[src/rtl/minus_dist_if.sv]
// Bus between the nearest-centroid controller and its point store, centroid store,
// shared subtractor and result consumer.
interface minus_dist_if #(
    parameter int DIM = 2,
    parameter int K   = 4,
    parameter int W   = 32
);
    localparam int AW  = (DIM > 1) ? $clog2(DIM) : 1;
    localparam int CAW = $clog2(K * DIM);
    localparam int CW  = $clog2(K);

    logic           start;
    logic           busy;
    logic           done;
    logic [AW-1:0]  pt_addr;
    logic [W-1:0]   pt_data;
    logic [CAW-1:0] cen_addr;
    logic [W-1:0]   cen_data;
    logic [W-1:0]   inputX;
    logic [W-1:0]   inputY;
    logic [W-1:0]   sum;
    logic [CW-1:0]  cluster;
    logic [W-1:0]   min_dist;

    modport slave (
        input  start, pt_data, cen_data, sum,
        output busy, done, pt_addr, cen_addr, inputX, inputY, cluster, min_dist
    );

    modport master (
        output start, pt_data, cen_data, sum,
        input  busy, done, pt_addr, cen_addr, inputX, inputY, cluster, min_dist
    );
endinterface

[src/rtl/minus_dist_ctrl.sv]
// Nearest-centroid search: walks every centroid, accumulates the Manhattan distance
// through an external one-cycle subtractor and keeps the lowest-index minimum.
module minus_dist_ctrl #(
    parameter int DIM = 2,
    parameter int K   = 4,
    parameter int W   = 32
) (
    input  logic        minus_clk,
    input  logic        minus_rst,
    minus_dist_if.slave bus
);
    localparam int AW  = (DIM > 1) ? $clog2(DIM) : 1;
    localparam int CAW = $clog2(K * DIM);
    localparam int CW  = $clog2(K);

    localparam logic [AW-1:0] DIM_LAST = AW'(DIM - 1);
    localparam logic [CW-1:0] CEN_LAST = CW'(K - 1);

    typedef enum logic [2:0] {
        IDLE  = 3'd0,
        ISSUE = 3'd1,
        WAIT  = 3'd2,
        ACC   = 3'd3,
        CMP   = 3'd4,
        DONE  = 3'd5
    } state_t;

    // Distances never wrap: an overflowing sum pins at all-ones.
    function automatic logic [W-1:0] sat_add(input logic [W-1:0] a, input logic [W-1:0] b);
        logic [W:0] s;
        s = {1'b0, a} + {1'b0, b};
        return s[W] ? {W{1'b1}} : s[W-1:0];
    endfunction

    state_t         state_q;
    logic [AW-1:0]  dim_q;
    logic [CW-1:0]  cen_q;
    logic [CAW-1:0] cen_addr_q;
    logic [W-1:0]   acc_q;
    logic [W-1:0]   acc_d;
    logic [W-1:0]   in_x_q;
    logic [W-1:0]   in_y_q;
    logic [CW-1:0]  cluster_q;
    logic [W-1:0]   min_dist_q;
    logic           busy_q;
    logic           done_q;

    assign acc_d = sat_add(acc_q, bus.sum);

    always_ff @(posedge minus_clk) begin
        if (minus_rst) begin
            state_q    <= IDLE;
            dim_q      <= '0;
            cen_q      <= '0;
            cen_addr_q <= '0;
            acc_q      <= '0;
            in_x_q     <= '0;
            in_y_q     <= '0;
            cluster_q  <= '0;
            min_dist_q <= '0;
            busy_q     <= 1'b0;
            done_q     <= 1'b0;
        end else begin
            done_q <= 1'b0;
            case (state_q)
                IDLE: begin
                    if (bus.start) begin
                        state_q    <= ISSUE;
                        busy_q     <= 1'b1;
                        dim_q      <= '0;
                        cen_q      <= '0;
                        cen_addr_q <= '0;
                        acc_q      <= '0;
                    end
                end
                ISSUE: begin
                    // Larger operand goes first so the unsigned difference is |a-b|.
                    if (bus.pt_data >= bus.cen_data) begin
                        in_x_q <= bus.pt_data;
                        in_y_q <= bus.cen_data;
                    end else begin
                        in_x_q <= bus.cen_data;
                        in_y_q <= bus.pt_data;
                    end
                    state_q <= WAIT;
                end
                WAIT: state_q <= ACC;
                ACC: begin
                    acc_q <= acc_d;
                    if (dim_q == DIM_LAST) begin
                        dim_q   <= '0;
                        state_q <= CMP;
                    end else begin
                        dim_q      <= dim_q + 1'b1;
                        cen_addr_q <= cen_addr_q + 1'b1;
                        state_q    <= ISSUE;
                    end
                end
                CMP: begin
                    if ((cen_q == '0) || (acc_q < min_dist_q)) begin
                        cluster_q  <= cen_q;
                        min_dist_q <= acc_q;
                    end
                    acc_q <= '0;
                    if (cen_q == CEN_LAST) begin
                        state_q <= DONE;
                        done_q  <= 1'b1;
                    end else begin
                        cen_q      <= cen_q + 1'b1;
                        cen_addr_q <= cen_addr_q + 1'b1;
                        state_q    <= ISSUE;
                    end
                end
                DONE: begin
                    state_q <= IDLE;
                    busy_q  <= 1'b0;
                end
                default: state_q <= IDLE;
            endcase
        end
    end

    assign bus.busy     = busy_q;
    assign bus.done     = done_q;
    assign bus.pt_addr  = dim_q;
    assign bus.cen_addr = cen_addr_q;
    assign bus.inputX   = in_x_q;
    assign bus.inputY   = in_y_q;
    assign bus.cluster  = cluster_q;
    assign bus.min_dist = min_dist_q;
endmodule

[src/flat_wrapper.sv]
// flat-port wrapper written by rule: the top's interface ports become plain ports
module minus_dist_ctrl_flat 
#(
    parameter int DIM = 2,
    parameter int K   = 4,
    parameter int W   = 32
)
  (minus_clk, minus_rst, bus_start, bus_pt_data, bus_cen_data, bus_sum, bus_busy, bus_done, bus_pt_addr, bus_cen_addr, bus_inputX, bus_inputY, bus_cluster, bus_min_dist);
  minus_dist_if #(.DIM(DIM), .K(K), .W(W)) bus_i ();
  input  logic minus_clk;
  input  logic minus_rst;
  input wire logic [$bits(bus_i.start)-1:0] bus_start;
  input wire logic [$bits(bus_i.pt_data)-1:0] bus_pt_data;
  input wire logic [$bits(bus_i.cen_data)-1:0] bus_cen_data;
  input wire logic [$bits(bus_i.sum)-1:0] bus_sum;
  output wire logic [$bits(bus_i.busy)-1:0] bus_busy;
  output wire logic [$bits(bus_i.done)-1:0] bus_done;
  output wire logic [$bits(bus_i.pt_addr)-1:0] bus_pt_addr;
  output wire logic [$bits(bus_i.cen_addr)-1:0] bus_cen_addr;
  output wire logic [$bits(bus_i.inputX)-1:0] bus_inputX;
  output wire logic [$bits(bus_i.inputY)-1:0] bus_inputY;
  output wire logic [$bits(bus_i.cluster)-1:0] bus_cluster;
  output wire logic [$bits(bus_i.min_dist)-1:0] bus_min_dist;
  assign bus_i.start = bus_start;
  assign bus_i.pt_data = bus_pt_data;
  assign bus_i.cen_data = bus_cen_data;
  assign bus_i.sum = bus_sum;
  assign bus_busy = bus_i.busy;
  assign bus_done = bus_i.done;
  assign bus_pt_addr = bus_i.pt_addr;
  assign bus_cen_addr = bus_i.cen_addr;
  assign bus_inputX = bus_i.inputX;
  assign bus_inputY = bus_i.inputY;
  assign bus_cluster = bus_i.cluster;
  assign bus_min_dist = bus_i.min_dist;
  minus_dist_ctrl #(.DIM(DIM), .K(K), .W(W)) u_core (.minus_clk(minus_clk), .minus_rst(minus_rst), .bus(bus_i));
endmodule
[config.mk]
export PLATFORM = sky130hd
export DESIGN_NAME = minus_dist_ctrl_flat
export DESIGN_NICKNAME = d
export VERILOG_FILES = /design/src/rtl/minus_dist_if.sv /design/src/rtl/minus_dist_ctrl.sv /design/src/flat_wrapper.sv
export SDC_FILE = /design/constraint.sdc
export NUM_CORES = 1
export LEC_CHECK = 0
export BUFFER_PORTS_ARGS = -buffer_cell sky130_fd_sc_hd__buf_2
export CAP_MARGIN = 0
export CORE_MARGIN = 2
export CORE_UTILIZATION = 45
export CTS_CLUSTER_DIAMETER = 200
export DETAILED_ROUTE_END_ITERATION = 12
export PLACE_DENSITY = 0.71
export SYNTH_ARGS = -nofsm -noshare
export SYNTH_HDL_FRONTEND = slang
export SYNTH_SLANG_ARGS = --single-unit
[constraint.sdc]
create_clock -name minus_clk -period 2.7 [get_ports minus_clk]
set_input_delay 0.135 -clock minus_clk [delete_from_list [all_inputs] [get_ports minus_clk]]
set_output_delay 0.135 -clock minus_clk [all_outputs]
set_load 0.02 [all_outputs]
==> results by group <==
Placed design
  • GPL Wtd Cong: between 0.8 and 0.9
  • DP HPWL: ~17000 um
  • Worst slack at placement: -0.174 ns
  • I/O Buffers: around 200
  • Cells after DPL: 1519

CTS
  • Clk slew on worst S/H paths: ~0.060 ns
  • Max clock buf depth: 2
  • CTS tree: yes
  • Clk_lat worst skew: 0.43 ns
  • CTS buffer count: 17
  • CTS root buf: clkbuf_16
  • H-tree levels: 4
  • CTS Sinks: approximately 140

Hold path
  • Min-Delay Endpoint: u_core.bus.inputX[23]
  • Hold path depth: 3
  • Hold Crit Class: in -> reg
  • Hold Startpoint: bus_cen_data[23]

Routing
  • Post-Route WL: about 24000 um
  • DR pass1 iterations: 5
  • Vias: 8364
  • Residual DRC: 0
  • Via-to-Cell Ratio: 5.35
  • Initial DRC count: approximately 340
  • Drt wl/cell: about 15 um
  • DRT antenna net count: 0

Logic synthesis
  • Post-Syn Instances: 1047
  • Ys flop type: dfxtp_1
  • EDFF count, synth: 0
  • Net Count, Synth: around 1.2k
  • Syn_area_per_cell: ~8.5 um2
  • Async set-reset flop share out of synthesis: 0%
  • Sequential-to-total area share from yosys stat: between 30% and 40%
  • Mapped Area: 8920 um2
  • Syn. warnings: 0
  • Post-synth cell types: 67
  • FF+latch count, synth: between 100 and 150

Critical path
  • WS Path Type: reg -> reg
  • Critical Path AT: between 3 and 4 ns
  • Slowest-stage cell, CP: a2111oi_4
  • Critical Path Max Stage Delay: 0.39 ns
  • Worst R2R Setup Slack: ~0.024 ns
  • Critical path launch point type: register
  • CP top delay family: compound AO/OA/AOI/OAI gates
  • RR Endpoint: u_core.acc_q[21]
  • Most common cell on crit path: buf_6
  • CP Capture Type: register
  • Worst path bufs/invs: 3
  • Crit-path cells: ha_4 > fa_2 > nand3_2 > a2111oi_4 > nor2_2 > o41ai_4 > a41oi_2 > o31ai_4 > buf_6 > clkbuf_16 > buf_6 > nand2_8 > o211ai_2
  • Reg2Reg Depth: 13
  • CP max FO: 5
  • Req. time, crit path: between 3 and 4 ns
  • Reg2reg start: u_core.acc_q[0]

Timing
  • Tcrit/Tclk final: about 99%
  • Clk_skew: roughly 0.016 ns
  • Final hold vios: 0
  • Slew HR: around three fifths
  • # setup viols final: 0
  • RSZ-0062 raised after global routing: yes
  • Final WS setup: 0.0241 ns
  • Slew @ Worst Pin: 0.581 ns
  • Peak Freq: roughly 0.37 GHz
  • Final Max Slew Viols: 0
  • Crit path time final: roughly 2.7 ns

GRT
  • GRT overflow: 0
  • Vias in the first global route: 7779
  • Initial antenna violation count: 2
  • Largest net degree at the start of global routing: ~130
  • GRT Overall Usage: a little under a quarter
  • First-pass GRT wire length: 37700 um

Floorplanning
  • Die height: ~140 um
  • Die width: 145 um
  • Initial Utilization: between 40 and 50%
  • Top Ports: roughly 200
  • CORE AREA: 19500 um2
  • Die area: between 20000 and 25000 um2
  • # rows: between 50 and 60

Finish
  • Non-filler cells, final: roughly 1.6k
  • Finished Core Util: about 59%
  • Commonest non-fill, non-tap cell in the layout: buf_2
  • Commonest non-fill, non-tap cells in the layout: buf_2 (201), dfxtp_1 (138), nor2_1 (126)
  • Area Overhead vs Synth: 28.6%
  • Fillers: 1767
  • Share of cells above drive strength 1: 28.0%
  • Antenna Cells: 0
  • Nets: ~1.5k

Run status
  • Status: completed

Power and ir drop
  • P per Cell Area: 522 nW/um2
  • VDD IR max: around 410 uV
  • Final Power: roughly 6.0 mW
  • Leak: 5.81 nW

Run
  • Max-Cap Viols: 0
==> power breakdown <==
group          total [mW]  leakage (nW)  switching (mW)  internal, mW
Clock                2.38         0.282            1.00          1.37
Sequential           2.29          1.15          0.0764          2.21
Combinational        1.34          4.38           0.793         0.543
==> flip-flops by register name (all words and copies together), names as in the netlist, 2 cells and up <==
name / flops
u_core.bus.inputX: 32
u_core.bus.min_dist: 32
u_core.acc_q: 32
u_core.state_q: 3
u_core.bus.inputY: 32
u_core.bus.cen_addr: 3
u_core.bus.cluster: 2
u_core.cen_q: 2
==> worst max path at each step <==
| stage | depth (start not counted) | to | slack [ns] | start |
|---|---|---|---|---|
| floorplan | 11 | u_core.acc_q[29] | 0.06 | u_core.acc_q[0] |
| global placement | 13 | u_core.bus.inputX[0] | -0.15 | bus_pt_data[0] |
| detailed placement | 13 | u_core.bus.inputX[0] | -0.17 | bus_pt_data[0] |
| CTS | 10 | u_core.acc_q[13] | 0.02 | u_core.acc_q[1] |
| global route | 11 | u_core.acc_q[27] | -0.12 | u_core.acc_q[2] |
| finish | 13 | u_core.acc_q[21] | 0.02 | u_core.acc_q[0] |
==> area by class of cell <==
class                      instances  area (um2)  area share, %
multi-input combinational        771        5740           50.0
clock inverter                    15         161           1.41
tap                              265         332           2.89
timing repair buffer             276        1700           14.8
inverter                          79         297           2.58
sequential                       141        2830           24.6
clock buffer                      17         425           3.71
==> through the flow <==
stage / instance area [um2] / hold slack (ns) / TNS (ns)
floorplan: 8920 / 0.363 / 0
global placement: 10600 / 0.465 / -0.299
detailed placement: 10600 / 0.469 / -0.935
CTS: 11300 / 0.0497 / 0
global route: 11500 / 0.0646 / -0.992
finish: 11500 / 0.0633 / 0
==> what timing repair did <==
| action | in CTS | in global routing |
|---|---|---|
| pin swaps | 7 | 26 |
| buffers inserted | 5 | 7 |
| gates cloned | 1 | 1 |
| resized for setup | 8 | 42 |
| setup endpoints to repair | 27 | 32 |
| hold buffers | 0 | 0 |
==> metal layers <==
metal | global-route usage, % | vias up | share of wire, %
met4 | 6.64 | 4 | 2.0
met5 | 0 | - | 0.096
li1 | - | 4225 | -
met3 | 6.68 | 40 | 6.9
met2 | 38.5 | 242 | 48
met1 | 27.8 | 3853 | 43
==> synthesized netlist by cell type (15+ instances only) <==
cell type / n / share of area (%)
dfxtp_1: 141 / 32
nor2_1: 127 / 5.3
mux2i_1: 99 / 11
ha_1: 98 / 14
inv_1: 79 / 3.3
nand2_1: 78 / 3.3
a211oi_1: 69 / 5.8
a21oi_1: 65 / 3.6
clkbuf_1: 41 / 1.7
o21ai_0: 41 / 2.3
a21o_1: 33 / 2.8
nand4_1: 16 / 1.1
xnor2_1: 15 / 1.5
==> logic make-up after synthesis <==
| family | count (synthesis) | share of synthesized area, % |
|---|---|---|
| AOI/OAI and AO/OA | 280 | 21.7 |
| xor gates and xnor gates | 28 | 2.75 |
| adders and majority gates | 99 | 14.0 |
| buffers and inverters | 135 | 5.97 |
| DFF | 141 | 31.6 |
| muxes | 100 | 11.2 |
| and+or+nand+nor | 264 | 12.7 |
==> worst min-delay path: cells and delay by family <==
kind | cells | cell delay, ns
muxes | 1 | 0.12
buffers and inverters | 1 | 0.11
AOI/OAI and AO/OA | 1 | 0.08
Note: power is estimated with default switching activity, not from simulation.
